**src/rtl/fifo_write_arbiter_if.sv**
```systemverilog
// fifo_write_arbiter_if: requester handshake and fifo write bundle for fifo_write_arbiter
// master: arbiter side (takes req/data_in/fifo_full, drives ack and the registered write)
// slave: requester/fifo side
interface fifo_write_arbiter_if #(
  parameter int WIDTH    = 32,
  parameter int NUM_REQ  = 4,
  parameter int REQ_BITS = 2
);
  logic [NUM_REQ-1:0]       req;
  logic [NUM_REQ*WIDTH-1:0] data_in;
  logic [NUM_REQ-1:0]       ack;
  logic                     fifo_full;
  logic                     fifo_we;
  logic [WIDTH-1:0]         fifo_data_w;
  logic [REQ_BITS-1:0]      grant_id;
  logic                     busy;
  modport master(input req, data_in, fifo_full, output ack, fifo_we, fifo_data_w, grant_id, busy);
  modport slave(output req, data_in, fifo_full, input ack, fifo_we, fifo_data_w, grant_id, busy);
endinterface

```
**src/rtl/fifo_write_arbiter.sv**
```systemverilog
// fifo_write_arbiter: round-robin, burst-limited sharing of one fifo write port
// clk/reset_n: rising-edge clock, async active-low reset
// bus.req/data_in/ack: per-requester word handshake, ack is combinational one-hot
// bus.fifo_full: stalls all acks; bus.fifo_we/fifo_data_w/grant_id: registered write
// bus.busy: high while a requester owns the port
module fifo_write_arbiter #(
  parameter int WIDTH     = 32,
  parameter int NUM_REQ   = 4,
  parameter int REQ_BITS  = 2,
  parameter int BURST_MAX = 4,
  parameter int CNT_BITS  = 3
) (
  input logic clk,
  input logic reset_n,
  fifo_write_arbiter_if.master bus
);
  typedef enum logic {IDLE, OWN} state_t;
  localparam logic [CNT_BITS-1:0] BMAX = CNT_BITS'(BURST_MAX);
  state_t state_q, state_d;
  logic [REQ_BITS-1:0] owner_q, owner_d, rr_last_q, rr_last_d, pick, idx, ack_idx, gid_q;
  logic [CNT_BITS-1:0] cnt_q, cnt_d;
  logic pick_vld, keep, ack_vld, fifo_we_q;
  logic [WIDTH-1:0] data_q;
  logic [WIDTH-1:0] words [NUM_REQ];
  for (genvar i = 0; i < NUM_REQ; i++) begin : g_words
    assign words[i] = bus.data_in[i*WIDTH +: WIDTH];
  end
  // descending scan so the nearest requester after rr_last is assigned last and wins
  always_comb begin
    pick_vld = 1'b0;
    pick = '0;
    idx = '0;
    for (int k = NUM_REQ; k >= 1; k--) begin
      idx = REQ_BITS'((int'(rr_last_q) + k) % NUM_REQ);
      if (bus.req[idx]) begin
        pick_vld = 1'b1;
        pick = idx;
      end
    end
  end
  // in OWN, rr_last equals owner, so the same scan re-arbitrates from owner+1
  assign keep    = state_q == OWN && bus.req[owner_q] && cnt_q < BMAX;
  assign ack_vld = !bus.fifo_full && (keep || pick_vld);
  assign ack_idx = keep ? owner_q : pick;
  always_ff @(posedge clk or negedge reset_n) begin
    if (!reset_n) begin
      state_q   <= IDLE;
      owner_q   <= '0;
      rr_last_q <= REQ_BITS'(NUM_REQ - 1);
      cnt_q     <= '0;
      fifo_we_q <= 1'b0;
      data_q    <= '0;
      gid_q     <= '0;
    end else begin
      state_q   <= state_d;
      owner_q   <= owner_d;
      rr_last_q <= rr_last_d;
      cnt_q     <= cnt_d;
      fifo_we_q <= ack_vld;
      if (ack_vld) begin
        data_q <= words[ack_idx];
        gid_q  <= ack_idx;
      end
    end
  end
  always_comb begin
    state_d   = state_q;
    owner_d   = owner_q;
    rr_last_d = rr_last_q;
    cnt_d     = cnt_q;
    if (!bus.fifo_full) begin
      if (keep) cnt_d = cnt_q + 1'b1;
      else if (pick_vld) begin
        state_d   = BURST_MAX == 1 ? IDLE : OWN;
        owner_d   = pick;
        rr_last_d = pick;
        cnt_d     = BURST_MAX == 1 ? '0 : CNT_BITS'(1);
      end else begin
        state_d = IDLE;
        cnt_d   = '0;
      end
    end
  end
  always_comb begin
    bus.ack  = (reset_n && ack_vld) ? (NUM_REQ'(1) << ack_idx) : '0;
    bus.busy = state_q == OWN;
  end
  assign bus.fifo_we     = fifo_we_q;
  assign bus.fifo_data_w = data_q;
  assign bus.grant_id    = gid_q;
endmodule

```
**src/flat_wrapper.sv**
```systemverilog
// flat-port wrapper written by rule: the top's interface ports become plain ports
module fifo_write_arbiter_flat 
#(
  parameter int WIDTH     = 32,
  parameter int NUM_REQ   = 4,
  parameter int REQ_BITS  = 2,
  parameter int BURST_MAX = 4,
  parameter int CNT_BITS  = 3
)
  (clk, reset_n, bus_req, bus_data_in, bus_fifo_full, bus_ack, bus_fifo_we, bus_fifo_data_w, bus_grant_id, bus_busy);
  fifo_write_arbiter_if #(.WIDTH(WIDTH), .NUM_REQ(NUM_REQ), .REQ_BITS(REQ_BITS)) bus_i ();
  input logic clk;
  input logic reset_n;
  input wire logic [$bits(bus_i.req)-1:0] bus_req;
  input wire logic [$bits(bus_i.data_in)-1:0] bus_data_in;
  input wire logic [$bits(bus_i.fifo_full)-1:0] bus_fifo_full;
  output wire logic [$bits(bus_i.ack)-1:0] bus_ack;
  output wire logic [$bits(bus_i.fifo_we)-1:0] bus_fifo_we;
  output wire logic [$bits(bus_i.fifo_data_w)-1:0] bus_fifo_data_w;
  output wire logic [$bits(bus_i.grant_id)-1:0] bus_grant_id;
  output wire logic [$bits(bus_i.busy)-1:0] bus_busy;
  assign bus_i.req = bus_req;
  assign bus_i.data_in = bus_data_in;
  assign bus_i.fifo_full = bus_fifo_full;
  assign bus_ack = bus_i.ack;
  assign bus_fifo_we = bus_i.fifo_we;
  assign bus_fifo_data_w = bus_i.fifo_data_w;
  assign bus_grant_id = bus_i.grant_id;
  assign bus_busy = bus_i.busy;
  fifo_write_arbiter #(.WIDTH(WIDTH), .NUM_REQ(NUM_REQ), .REQ_BITS(REQ_BITS), .BURST_MAX(BURST_MAX), .CNT_BITS(CNT_BITS)) u_core (.clk(clk), .reset_n(reset_n), .bus(bus_i));
endmodule
```
**config.mk**
```make
export PLATFORM = sky130hd
export DESIGN_NAME = fifo_write_arbiter_flat
export DESIGN_NICKNAME = d
export VERILOG_FILES = /design/src/rtl/fifo_write_arbiter_if.sv /design/src/rtl/fifo_write_arbiter.sv /design/src/flat_wrapper.sv
export SDC_FILE = /design/constraint.sdc
export NUM_CORES = 1
export LEC_CHECK = 0
export CORE_UTILIZATION = 37
export CTS_CLUSTER_SIZE = 16
export DETAILED_ROUTE_END_ITERATION = 10
export MAX_ROUTING_LAYER = met4
export PLACE_DENSITY = 0.89
export SLEW_MARGIN = 30
export SYNTH_ARGS = -nofsm -noshare
export SYNTH_HDL_FRONTEND = slang
export SYNTH_SLANG_ARGS = --single-unit
```
**constraint.sdc**
```tcl
create_clock -name clk -period 4.8 [get_ports clk]
set_input_delay 1.44 -clock clk [delete_from_list [all_inputs] [get_ports clk]]
set_output_delay 1.44 -clock clk [all_outputs]
set_load 0.05 [all_outputs]
```
==> summary.txt <==
Yosys
  – Post-synth top area share: 37.7%
  – Post-synth ARST share: 100%
  – Syn_nets: roughly 420
  – Yosys warns: 0
  – Most frequent cell after synthesis: a211oi_1
  – Top cells by area, synth: dfrtp_1 38%, a211oi_1 18%, mux2i_1 13%, and3_1 7.6%, nor2_1 5.2%
  – Commonest cells post-synth: 65 x a211oi_1, 41 x dfrtp_1, 38 x nor2_1
  – Syn_area_per_cell: 9.54 sq um
  – #FFs+latches synth: 43
  – Number of flops mapped to enable cells by yosys: 0
  – Post-synth top area cell: dfrtp_1
  – Ys flop type: dfrtp_1
  – Post-Synthesis Cell Area: 2720 sq um
  – Yosys cell types: 35
  – Post-synthesis sequential area ratio: 39.7%
  – Syn Inst Count: 285

Power
  – Internal power: 0.00154 W
  – Power per cell area: 634 nW/um^2
  – Sw frac: 49.5%
  – Worst IR drop on VDD: 0.303 mV
  – Gate power share: 69.8%
  – Leakage: 2.00 nW
  – Net Sw Power: 0.00150 W
  – Flop pwr share: about a fifth
  – Clock group share of total power: 8.9%

Timing
  – Period utilisation layout: 97.7%
  – Final Max Tran Viols: 0
  – Final hold vios: 0
  – Max Clock Freq: 213 MHz
  – Final Setup Violations: 0
  – Unrepaired setup endpoints after global routing: no
  – Slew headroom: 55.7%
  – Clk_skew: 8.08 ps
  – Minimum clock period after layout: between 4000 and 5000 ps
  – Setup TNS: 0 ps
  – Worst-margin pin slew: 665 ps

Die
  – Die W: about 88 um
  – Initial Utilization: 39.2%
  – Die area: 7690 sq um
  – Core Box Area: a little under 7000 sq um
  – Rows: 30
  – Die height: 87.7 um
  – IO Pins: between 150 and 200

Detailed routing
  – DRT iter0 DRCs: 66
  – DRC: 0
  – Wirelength per Cell: ~16 um
  – Vias: 2956
  – Antenna viol nets, final: 0
  – 1st-pass router iterations: 4
  – Vias per cell: between 5 and 6
  – Total Wirelength: 9040 um

Cells and area
  – Diodes inserted: 0
  – Fin nets: 597
  – Fin util: 69.1%
  – FF+latch area: 1080 sq um
  – Fill cells: 530
  – Synthesis-to-layout area growth: 76.5%
  – Finished layout cell area: 4800 sq um
  – Area of the multi-input gates: 1570 sq um
  – Layout cells sized above 1: 10.6%

Place
  – Gpl congestion: 0.901
  – DP Wirelength: 6920 um
  – Port Buffers: about 170
  – DP Area: 4620 sq um

Critical path
  – CP Data Required Time: 3360 ps
  – Worst setup SP type: input pin
  – Arrival @ worst endpoint: 3250 ps
  – Worst setup EP type: output port
  – R2R cell count: 7
  – Worst-path fanout max: 4
  – CP Class: in -> out

Clocking
  – Clk pin slew, worst setup/hold paths: 90 ps
  – Clk_lat worst skew: about 290 ps
  – CTS Buf Count: 5
  – CTS tree: yes
  – H-tree depth: 2
  – Root cell of the clock tree: clkbuf_8
  – Sink Count: 43
  – CTS Buffer Depth: 2

Worst hold path
  – Worst hold path type: reg -> reg
  – Hold path cells: 1

Run status
  – Status: completed

Global route
  – GRT Residual Overflow: 0
  – Initial antenna violation count: 0
  – Vias in the first global route: 3053
  – First-pass GRT wire length: 14000 um
  – Pin count of the biggest net entering global routing: 34
  – GRT Util Overall: approximately a quarter

Job
  – Max-cap viol count: 0
logic make-up after synthesis:
family	after synthesis	synth area share, %
AO/OA/AOI/OAI	85	23.8
AND/OR/NAND/NOR	95	17.5
flip-flops	43	39.7
multiplexers	35	13.1
adder cells (fa/ha/maj)	1	0.460
buffers and inverters	26	5.48
state kept, by name, summed over array words and instances (netlist names):
name and flops:
u_core.bus.busy 1, u_core.bus.fifo_data_w 32, u_core.bus.grant_id 2, u_core.cnt_q 3, u_core.rr_last_q 2, u_core.bus.fifo_we 1, u_core.owner_q 2
critical path: stages:
cell and delay [ps]:
clkdlybuf4s50_1 460, buf_4 170, nand2b_1 130, o211a_1 170, o41ai_4 370, nand2_2 170, nor3_4 180, buf_12 160
through the flow:
stage / setup slack [ps] / hold WS [ps] / power, W / instances
after floorplan: 1.50 / 450 / 0.00206 / 285
after global placement: -62.8 / 460 / 0.00266 / 547
after detailed placement: -163 / 483 / 0.00271 / 547
after CTS: 18.3 / 502 / 0.00299 / 555
after global routing: 24.4 / 513 / 0.00321 / 558
final: 111 / 497 / 0.00304 / 558
final timing paths:
| path | start | endpoint | slack [ps] |
|---|---|---|---|
| max | bus_req[3] | bus_ack[0] | 110 |
| max reg2reg | u_core.owner_q[0] | u_core.bus.fifo_data_w[8] | 2260 |
| min reg2reg | u_core.bus.grant_id[1] | u_core.bus.grant_id[1] | 500 |
| min in group asynchronous | reset_n | u_core.bus.fifo_data_w[30] | 1100 |
| min | u_core.bus.grant_id[1] | u_core.bus.grant_id[1] | 500 |
| max in group asynchronous | reset_n | u_core.rr_last_q[1] | 2950 |
layout make-up:
type | instances | area share, %
Inverter | 2 | 0.156
Tap cell | 96 | 2.50
Sequential cell | 43 | 22.5
Timing Repair Buffer | 193 | 39.8
Multi-Input combinational cell | 216 | 32.8
Clock buffer | 7 | 1.59
Clock inverter | 1 | 0.626
power by group through the flow:
| stage | clock network, W | logic, W | registers [W] |
|---|---|---|---|
| final | 0.000272 | 0.00212 | 0.000646 |
| after global routing | 0.000291 | 0.00225 | 0.000669 |
| after CTS | 0.000277 | 0.00208 | 0.000641 |
| after detailed placement | 0 | 0.00206 | 0.000649 |
| after global placement | 0 | 0.00202 | 0.000639 |
| after floorplan | 0 | 0.000918 | 0.00114 |
cells in the final DEF (no fill, tap or decap), types with 2 or more instances in the layout:
cell type        synthesis  layout
mux2i_1                 34      34
nand2_1                  7       6
nand2b_1                 6       6
nor2b_1                  2       2
o21ai_0                  3       3
dfstp_2                  2       2
dfrtp_1                 41      41
nor2_1                  38      36
buf_4                    0      20
and3_1                  33      33
nor3_2                   0       3
a211oi_1                65      65
a21o_1                   4       4
clkdlybuf4s50_1          0     167
buf_12                   2       3
o21a_1                   2       2
dlymetal6s2s_1           0       2
clkbuf_8                 0       5
clkbuf_1                20       2
per-layer routing:
layer | GRT usage (%) | vias up | part of all wire, %
li1 | - | 1427 | -
met1 | 26.7 | 1398 | 40
met2 | 44.2 | 119 | 53
met3 | 4.62 | 12 | 5.3
met4 | 8.05 | 0 | 1.7
met5 | - | - | 0
what timing repair did:
action                                  4_1_cts  5_1_grt
pin swaps                                     1        3
endpoints found under the setup margin        4        4
hold buffers                                  0        0
gates resized for setup                       4        9
buffers inserted                              0        3
Power figures use the tool's default switching activity.
